**src/rtl/wb_arbiter.sv**
```systemverilog
// wb_arbiter
//
// Owns the register file's single write port. It merges single-cycle ALU
// results with variable-latency load results. Loads wait in an in-order queue.
// An ALU write that is accepted kills every queued load with the same rd.
// This stops an older load from overwriting a younger ALU result (WAW).
// Writes to x0 are never issued.
//
// Optional feature: define WB_BYPASS_EN to add the combinational forwarding
// ports rd_addr0/1, fwd_hit0/1 and fwd_data0/1.
//
// Ports
//   clk, rst                 clock, synchronous active-high reset
//   alu_valid/alu_rd/alu_data  ALU result (no backpressure, highest priority)
//   ld_valid/ld_ready/ld_rd/ld_data  load result handshake into the queue
//   wr_addr0/wr_din0/we0     registered register-file write port
//   lq_count                 occupied queue entries (killed entries included)
//   busy                     queue non-empty or a write is in flight
//   rd_addr0/1, fwd_hit0/1, fwd_data0/1  bypass (WB_BYPASS_EN only)

module wb_arbiter #(
    parameter int DATA_W   = 32,
    parameter int ADDR_W   = 5,
    parameter int LQ_DEPTH = 4
) (
    input  logic                         clk,
    input  logic                         rst,
    input  logic                         alu_valid,
    input  logic [ADDR_W-1:0]            alu_rd,
    input  logic [DATA_W-1:0]            alu_data,
    input  logic                         ld_valid,
    output logic                         ld_ready,
    input  logic [ADDR_W-1:0]            ld_rd,
    input  logic [DATA_W-1:0]            ld_data,
    output logic [ADDR_W-1:0]            wr_addr0,
    output logic [DATA_W-1:0]            wr_din0,
    output logic                         we0,
    output logic [$clog2(LQ_DEPTH):0]    lq_count,
    output logic                         busy
`ifdef WB_BYPASS_EN
    ,
    input  logic [ADDR_W-1:0]            rd_addr0,
    input  logic [ADDR_W-1:0]            rd_addr1,
    output logic                         fwd_hit0,
    output logic                         fwd_hit1,
    output logic [DATA_W-1:0]            fwd_data0,
    output logic [DATA_W-1:0]            fwd_data1
`endif
);

    localparam int PW = $clog2(LQ_DEPTH);
    localparam int CW = PW + 1;
    localparam logic [CW-1:0] DEPTH_C = CW'(LQ_DEPTH);

    logic [DATA_W-1:0]   lq_data [LQ_DEPTH];
    logic [ADDR_W-1:0]   lq_rd   [LQ_DEPTH];
    logic [LQ_DEPTH-1:0] lq_valid;
    logic [PW-1:0]       wr_ptr;
    logic [PW-1:0]       rd_ptr;

    logic alu_win;
    logic push;
    logic pop;
    logic push_live;

    // ld_ready looks only at the registered count. A pop in the same cycle
    // does not raise it, which keeps the handshake free of combinational paths.
    assign ld_ready = !rst && (lq_count < DEPTH_C);
    assign busy     = (lq_count != '0) || we0;

    always_comb begin
        alu_win   = alu_valid && (alu_rd != '0);
        // A load to x0 completes the handshake but never occupies an entry.
        push      = ld_valid && ld_ready && (ld_rd != '0);
        pop       = !alu_win && (lq_count != '0);
        // A load arriving together with an ALU write to the same rd is older
        // than that write, so it is stored already dead.
        push_live = !(alu_win && (ld_rd == alu_rd));
    end

    always_ff @(posedge clk) begin
        if (rst) begin
            lq_valid <= '0;
            wr_ptr   <= '0;
            rd_ptr   <= '0;
            lq_count <= '0;
        end else begin
            // Unoccupied slots may be cleared too. Occupancy is tracked by
            // lq_count, so clearing them has no effect.
            for (int i = 0; i < LQ_DEPTH; i++) begin
                if (alu_win && (lq_rd[i] == alu_rd)) begin
                    lq_valid[i] <= 1'b0;
                end
            end
            if (push) begin
                lq_valid[wr_ptr] <= push_live;
                lq_rd[wr_ptr]    <= ld_rd;
                lq_data[wr_ptr]  <= ld_data;
                wr_ptr           <= wr_ptr + PW'(1);
            end
            if (pop) begin
                rd_ptr <= rd_ptr + PW'(1);
            end
            case ({push, pop})
                2'b10:   lq_count <= lq_count + CW'(1);
                2'b01:   lq_count <= lq_count - CW'(1);
                default: lq_count <= lq_count;
            endcase
        end
    end

    // A popped head is never killed in its own pop cycle, because a pop only
    // happens when no ALU write is accepted.
    always_ff @(posedge clk) begin
        if (rst) begin
            we0      <= 1'b0;
            wr_addr0 <= '0;
            wr_din0  <= '0;
        end else if (alu_win) begin
            we0      <= 1'b1;
            wr_addr0 <= alu_rd;
            wr_din0  <= alu_data;
        end else if (pop) begin
            we0      <= lq_valid[rd_ptr];
            wr_addr0 <= lq_rd[rd_ptr];
            wr_din0  <= lq_data[rd_ptr];
        end else begin
            we0      <= 1'b0;
        end
    end

`ifdef WB_BYPASS_EN
    // This covers a register file that does not write through in the same
    // cycle: a read of the register being written sees the new value.
    assign fwd_hit0  = we0 && (wr_addr0 == rd_addr0) && (rd_addr0 != '0);
    assign fwd_hit1  = we0 && (wr_addr0 == rd_addr1) && (rd_addr1 != '0);
    assign fwd_data0 = wr_din0;
    assign fwd_data1 = wr_din0;
`endif

endmodule
```
**config.mk**
```make
export PLATFORM = sky130hd
export DESIGN_NAME = wb_arbiter
export DESIGN_NICKNAME = d
export VERILOG_FILES = /design/src/rtl/wb_arbiter.sv
export SDC_FILE = /design/constraint.sdc
export NUM_CORES = 1
export LEC_CHECK = 0
export CELL_PAD_IN_SITES_DETAIL_PLACEMENT = 1
export CELL_PAD_IN_SITES_GLOBAL_PLACEMENT = 1
export CORE_AREA = 2 2 144 146
export CTS_CLUSTER_DIAMETER = 150
export CTS_CLUSTER_SIZE = 28
export DETAILED_ROUTE_END_ITERATION = 6
export DIE_AREA = 0 0 146 148
export PLACE_DENSITY_LB_ADDON = 0.1
export SYNTH_ARGS = -nofsm -noshare
export SYNTH_HDL_FRONTEND = slang
export SYNTH_SLANG_ARGS = --single-unit
```
**constraint.sdc**
```tcl
create_clock -name clk -period 8.06 [get_ports clk]
set_input_delay 1.612 -clock clk [delete_from_list [all_inputs] [get_ports clk]]
set_output_delay 1.612 -clock clk [all_outputs]
set_load 0.005 [all_outputs]
```
; Word-level counts from Yosys, hierarchy flattened
; Memory sizes are Yosys's and may differ from the RTL's. A register that Yosys moved wholly into a read port is not among the register bits.
; Cells that the tools add are included.
[totals]
reg_bits = 49
latchBits = 0
ramBits = 148
romBits = 0
output_inout_bits = 43
wordCells = 72
mem_count = 2
[classes]
addsub = 4
multipliers = 0
div = 0
magnitude_cmp = 4
n_eq_ne = 7
shift = 0
mux = 28
bitwise_logic = 0
reduce_logical = 20
[mem_list]
columns = name, words, width, rd, rd_ports_with_merged_regs, write_ports, line
row1 = lq_data, 4, 32, 1, 1, 1, 55  ; logic [DATA_W-1:0] lq_data [LQ_DEPTH];
row2 = lq_rd, 4, 5, 5, 1, 1, 56  ; logic [ADDR_W-1:0] lq_rd [LQ_DEPTH];
[op_table]
columns = cell, count
row1 = 32-bit two-way mux, 2
row2 = 5-bit equality test, 5
row3 = 1-bit two-way mux, 15
row4 = 1-bit logical AND, 11
row5 = 5-bit two-way mux, 2
row6 = 5-bit nonzero test, 2
row7 = 2-bit two-way mux, 4
row8 = 2-bit by 3-bit < comparator with 1-bit output (second input constant), 2
row9 = 3-bit case mux with 2 select lines, 1
row10 = 2-bit by 1-bit adder with 2-bit output (second input constant), 2
row11 = 4-bit bitwise mux, 1
row12 = 4-bit two-way mux, 1
row13 = 2-bit nonzero test, 2
row14 = 3-bit by 1-bit adder with 3-bit output (second input constant), 1
row15 = 1-bit zero test, 3
row16 = 3-bit < comparator (second input constant), 1
row17 = 3-bit nonzero test, 1
row18 = 3-bit by 1-bit subtractor with 3-bit output (second input constant), 1
row19 = 1-bit binary-select mux with 2-bit select, 1
row20 = 1-bit demux with 2-bit select, 1
row21 = 2-bit by 1-bit equality test with 1-bit output (second input constant), 1
row22 = 2-bit equality test (second input constant), 1
row23 = 2-bit by 1-bit >= comparator with 1-bit output (second input constant), 1
row24 = 1-bit logical OR, 1

; Longest topological paths before layout
[logic_depth]
word_depth = 7
mapped_depth = 10

; Worst setup path before layout
; Ideal clock, no wire load.
[synth_timing]
path_type = input -> register
startpoint = input port alu_rd[4]
endpoint = register lq_count[2]
arrival_time_ns = 3.727
required_time_ns = 7.989
slack_ns = 4.263
cell_stages = 10
path_buffers = 2
cell_sequence = clkbuf_1 or4_4 o21a_1 clkbuf_1 nor2_1 ha_1 fa_1 xnor2_1 or3_1 a21oi_1
[synth_via]
elab_chain_cells = 6
[synth_rtl]
columns = item, line
row1 = from (decl), 29  ; input logic [ADDR_W-1:0] alu_rd,
row2 = 5-bit nonzero test (*), 72  ; alu_win = alu_valid && (alu_rd != '0);
row3 = 1-bit logical AND (*), 72
row4 = 1-bit zero test (*), 75  ; pop = !alu_win && (lq_count != '0);
row5 = 1-bit logical AND (*), 75
row6 = via pop, 63  ; logic pop;
row7 = 2-bit by 1-bit equality test with 1-bit output or 2-bit equality test (tied branches), 104  ; case ({push, pop})
row8 = 3-bit case mux with 2 select lines or 2-bit nonzero test (tied branches), n/a
row9 = to (signal assigned), 105  ; 2'b10: lq_count <= lq_count + CW'(1);
row10 = to (signal assigned), 106  ; 2'b01: lq_count <= lq_count - CW'(1);
row11 = to (signal assigned), 107  ; default: lq_count <= lq_count;
row12 = to (decl), 38  ; output logic [$clog2(LQ_DEPTH):0] lq_count,
; Mark *: on every way through the listed nets, which the timed path passes. The rest lies on a longest branch.
; A chain may end at the register's enable or synchronous reset.

; Worst setup path after layout
[layout_timing]
startpoint = input port rst
endpoint = output port ld_ready
[layout_via]
elab_chain_cells = 2
[layout_rtl]
columns = item, line
row1 = from (decl), 27  ; input logic rst,
row2 = 1-bit zero test, 68  ; assign ld_ready = !rst && (lq_count < DEPTH_C);
row3 = 1-bit logical AND, 68
row4 = to (decl), 32  ; output logic ld_ready,
; No other way between the ends.

==> flow_summary_export.csv <==
group,metric,value,unit
outcome,status,"complete, no violations",
sta,finalCritPeriodShare,0.585,
die,die_h,148,µm
final_layout,stdcell_count,901,
final_layout,finalNetCount,702,
sta,worst_clock_skew,12.9,ps
final_layout,antenna_cells,0,
clock_tree,cts_post_setup_buffers_inserted,0,
logic_synthesis,yosys_warnings,0,
power,power.static_leakage,3.16,nW
sta,timing.final.max_slew_violations,0,
logic_synthesis,synth_cell_types,35,
setup_path,crit_required,6450,ps
routing,dr.first_iter.drc_count,165,
routing,drt_first_pass_iters,4,
logic_synthesis,post_synth_inst_count,512,
clock_tree,cts-buffers-inserted,17,
sta,rsz_0062_raised_after_global_routing,"false",
setup_path,critical_path_peak_fanout,51,
logic_synthesis,synth.area.top_cells,"edfxtp_1 56%, dfxtp_1 13%, mux4_2 11%",
place,dp_hpwl,11900,µm
hold_path,min_path_type,"flop to flop",
clock_tree,cts_repair_resized_insts,0,
setup_path,crit_path_top_delay_cell,"buf_2",
routing,wl_per_cell,21.3,µm
sta,max_slew_margin,0.179,
routing,drt-total-wl,19200,µm
clock_tree,cts.htree.levels,4,
die,rows,52,
sta,timing.hold.ws,514,ps
logic_synthesis,synth.top_cell.area_share,0.563,
logic_synthesis,synth-edff-count,148,
logic_synthesis,ys_async_sr_fraction,0,
grt,antenna_found_initial,0,
sta,worst_pin_slew,1230,ps
clock_tree,max-clock-path-buffers,2,
place,dp_cells,869,
final_layout,share_of_the_core_filled_with_cells,0.492,
grt,grt_start_max_net_pins,52,
clock_tree,clock_insertion_delay_at_the_later_pin_of_the_skew_report,430,ps
die,initial_utilization,0.394,
final_layout,post-route-cell-area,9850,µm²
setup_path,slowest_delay,800,ps
final_layout,area_growth_syn_to_layout,24.9,%
sta,timing_hold_violations_final,0,
routing,post_drt_via_cell_ratio,5.25,
grt,groute.usage.overall,0.186,
die,floorplan.die.width,146,µm
logic_synthesis,synth_fp_nets,596,
clock_tree,postCtsHoldBufs,0,
die,io_pins,121,
routing,num_vias,4727,
logic_synthesis,synth_most_common_cell,"edfxtp_1",
logic_synthesis,syn_area_per_cell,15.4,µm²
sta,max_freq,212,MHz
logic_synthesis,dominantRegCellSynth,"edfxtp_1",
clock_tree,tritoncts_num_sinks,199,
logic_synthesis,sequential_area_share_after_synthesis,0.693,
logic_synthesis,syn-cell-area,7890,µm²
logic_synthesis,ys_seq_elements,199,
setup_path,worstSetupPathType,"input port to output pin",
place,post-place-ws,3280,ps
setup_path,cp_top_family,"buffers and inverters",
place,postPlaceCellArea,9310,µm²
place,finalWeightedCongestion,0.809,
grt,globalRoute.totalOverflow,0,
routing,number_of_routed_nets_with_antenna_violations,0,
power,highest_ir_drop_seen_on_vdd,0.173,mV
setup_path,worst-path-buf-inv,2,
logic_synthesis,netlist_top_cells_count,"148 x edfxtp_1, 51 x dfxtp_1, 42 x nand2_1",
power,p_per_area,278,nW/µm²
routing,drc,0,
logic_synthesis,synth_top_cell_by_area,"edfxtp_1",
setup_path,crit_chain,"buf_2, nor2_1, clkdlybuf4s50_1",
power,post-layout-total-power,2.74,mW
setup_path,critical_path.endpoint_type,"output pin",
sta,layout_min_cycle_time,4720,ps
final_layout,share_of_cells_above_drive_strength_1,0.128,
clock_tree,clock_tree.root_cell,"clkbuf_16",
flow_run,drv.max_cap_violation_count,0,
grt,via_count_of_the_first_global_routing_pass,5356,
sta,setup_tns,0,ps
place,port-buffer-count,120,
setup_path,worst_setup_path_start_kind,"input port",
die,die_area,21600,µm²
clock_tree,cts_tree,"built",
sta,setup_viol,0,
clock_tree,clkSlewWorstSetupHoldPaths,60,ps
setup_path,cp.arrival,3100,ps
die,placeableCoreArea,20000,µm²
grt,grt_first_pass_wirelength,30400,µm
sta,final_critical_path_setup_slack,3340,ps
[layout make-up]
class | instances | area [µm²]
clock buffers | 21 | 450
clock inverters | 11 | 93.8
fillers | 2012 | 10200
inverters | 8 | 30.0
multi-input cells | 270 | 2260
flip-flops and latches | 199 | 5470
well taps | 270 | 338
repair buffers | 122 | 1210
[tightest hold or removal path, stage by stage (launching register included)]
cell and delay (ps):
dfxtp_1 330, o31ai_1 70, a21oi_1 70
[routing by layer]
layer	up-vias	global-route usage	share of wire
li1	2165	-	-
met4	0	0.0471	0.012
met3	16	0.0460	0.039
met2	91	0.334	0.53
met1	2455	0.225	0.42
met5	-	0	0
[report_power, final]
part / switching, mW / internal [mW] / total (mW)
Combinational: 0.365 / 0.323 / 0.688
Sequential: 0.0788 / 1.19 / 1.27
Clock: 0.376 / 0.410 / 0.786
Total: 0.819 / 1.92 / 2.74
[flip-flops by register name, summed over array words and instances (netlist names), named ones only]
| name | cells |
|---|---|
| lq_data | 128 |
| wr_din0 | 32 |
| lq_rd | 20 |
| wr_addr0 | 5 |
| lq_valid | 4 |
| lq_count | 3 |
| rd_ptr | 2 |
| wr_ptr | 2 |
| we0 | 1 |
[kinds of logic after synthesis]
group                      Yosys count  synth area share
DFF                                199             0.693
and+or+nand+nor                    103            0.0550
xor gates and xnor gates            28            0.0311
buffers and inverters               43            0.0230
adders and majority gates            6            0.0105
AOI/OAI and AO/OA                   91            0.0744
muxes                               42             0.114
[path summary, 6_finish.rpt]
kind                            slack, ps                        to                      from  cells after the start
worst max-delay path                 3340                  ld_ready                       rst                      3
worst min-delay path                  510                      flop    rd_ptr[1]$_SDFFE_PP0P_                      2
worst min register to register        510                      flop    rd_ptr[1]$_SDFFE_PP0P_                      2
worst max register to register       5560  lq_count[2]$_SDFFE_PP0P_  lq_count[2]$_SDFFE_PP0P_                      8
[placed cells by master (no fill, tap or decap), drive strengths merged, types with 3 or more instances in the layout]
| cell type | count |
|---|---|
| xor2 | 11 |
| mux2i | 4 |
| xnor2 | 17 |
| ha | 5 |
| clkdlybuf4s50 | 119 |
| nor2 | 41 |
| nand3 | 6 |
| o21ai | 3 |
| nand2 | 42 |
| nor4 | 3 |
| a211oi | 35 |
| mux4 | 38 |
| a21oi | 40 |
| dfxtp | 51 |
| inv | 13 |
| or3 | 3 |
| edfxtp | 148 |
| clkbuf | 21 |
| clkinvlp | 4 |
| buf | 3 |
No activity file was read; power rests on OpenSTA's default activity.
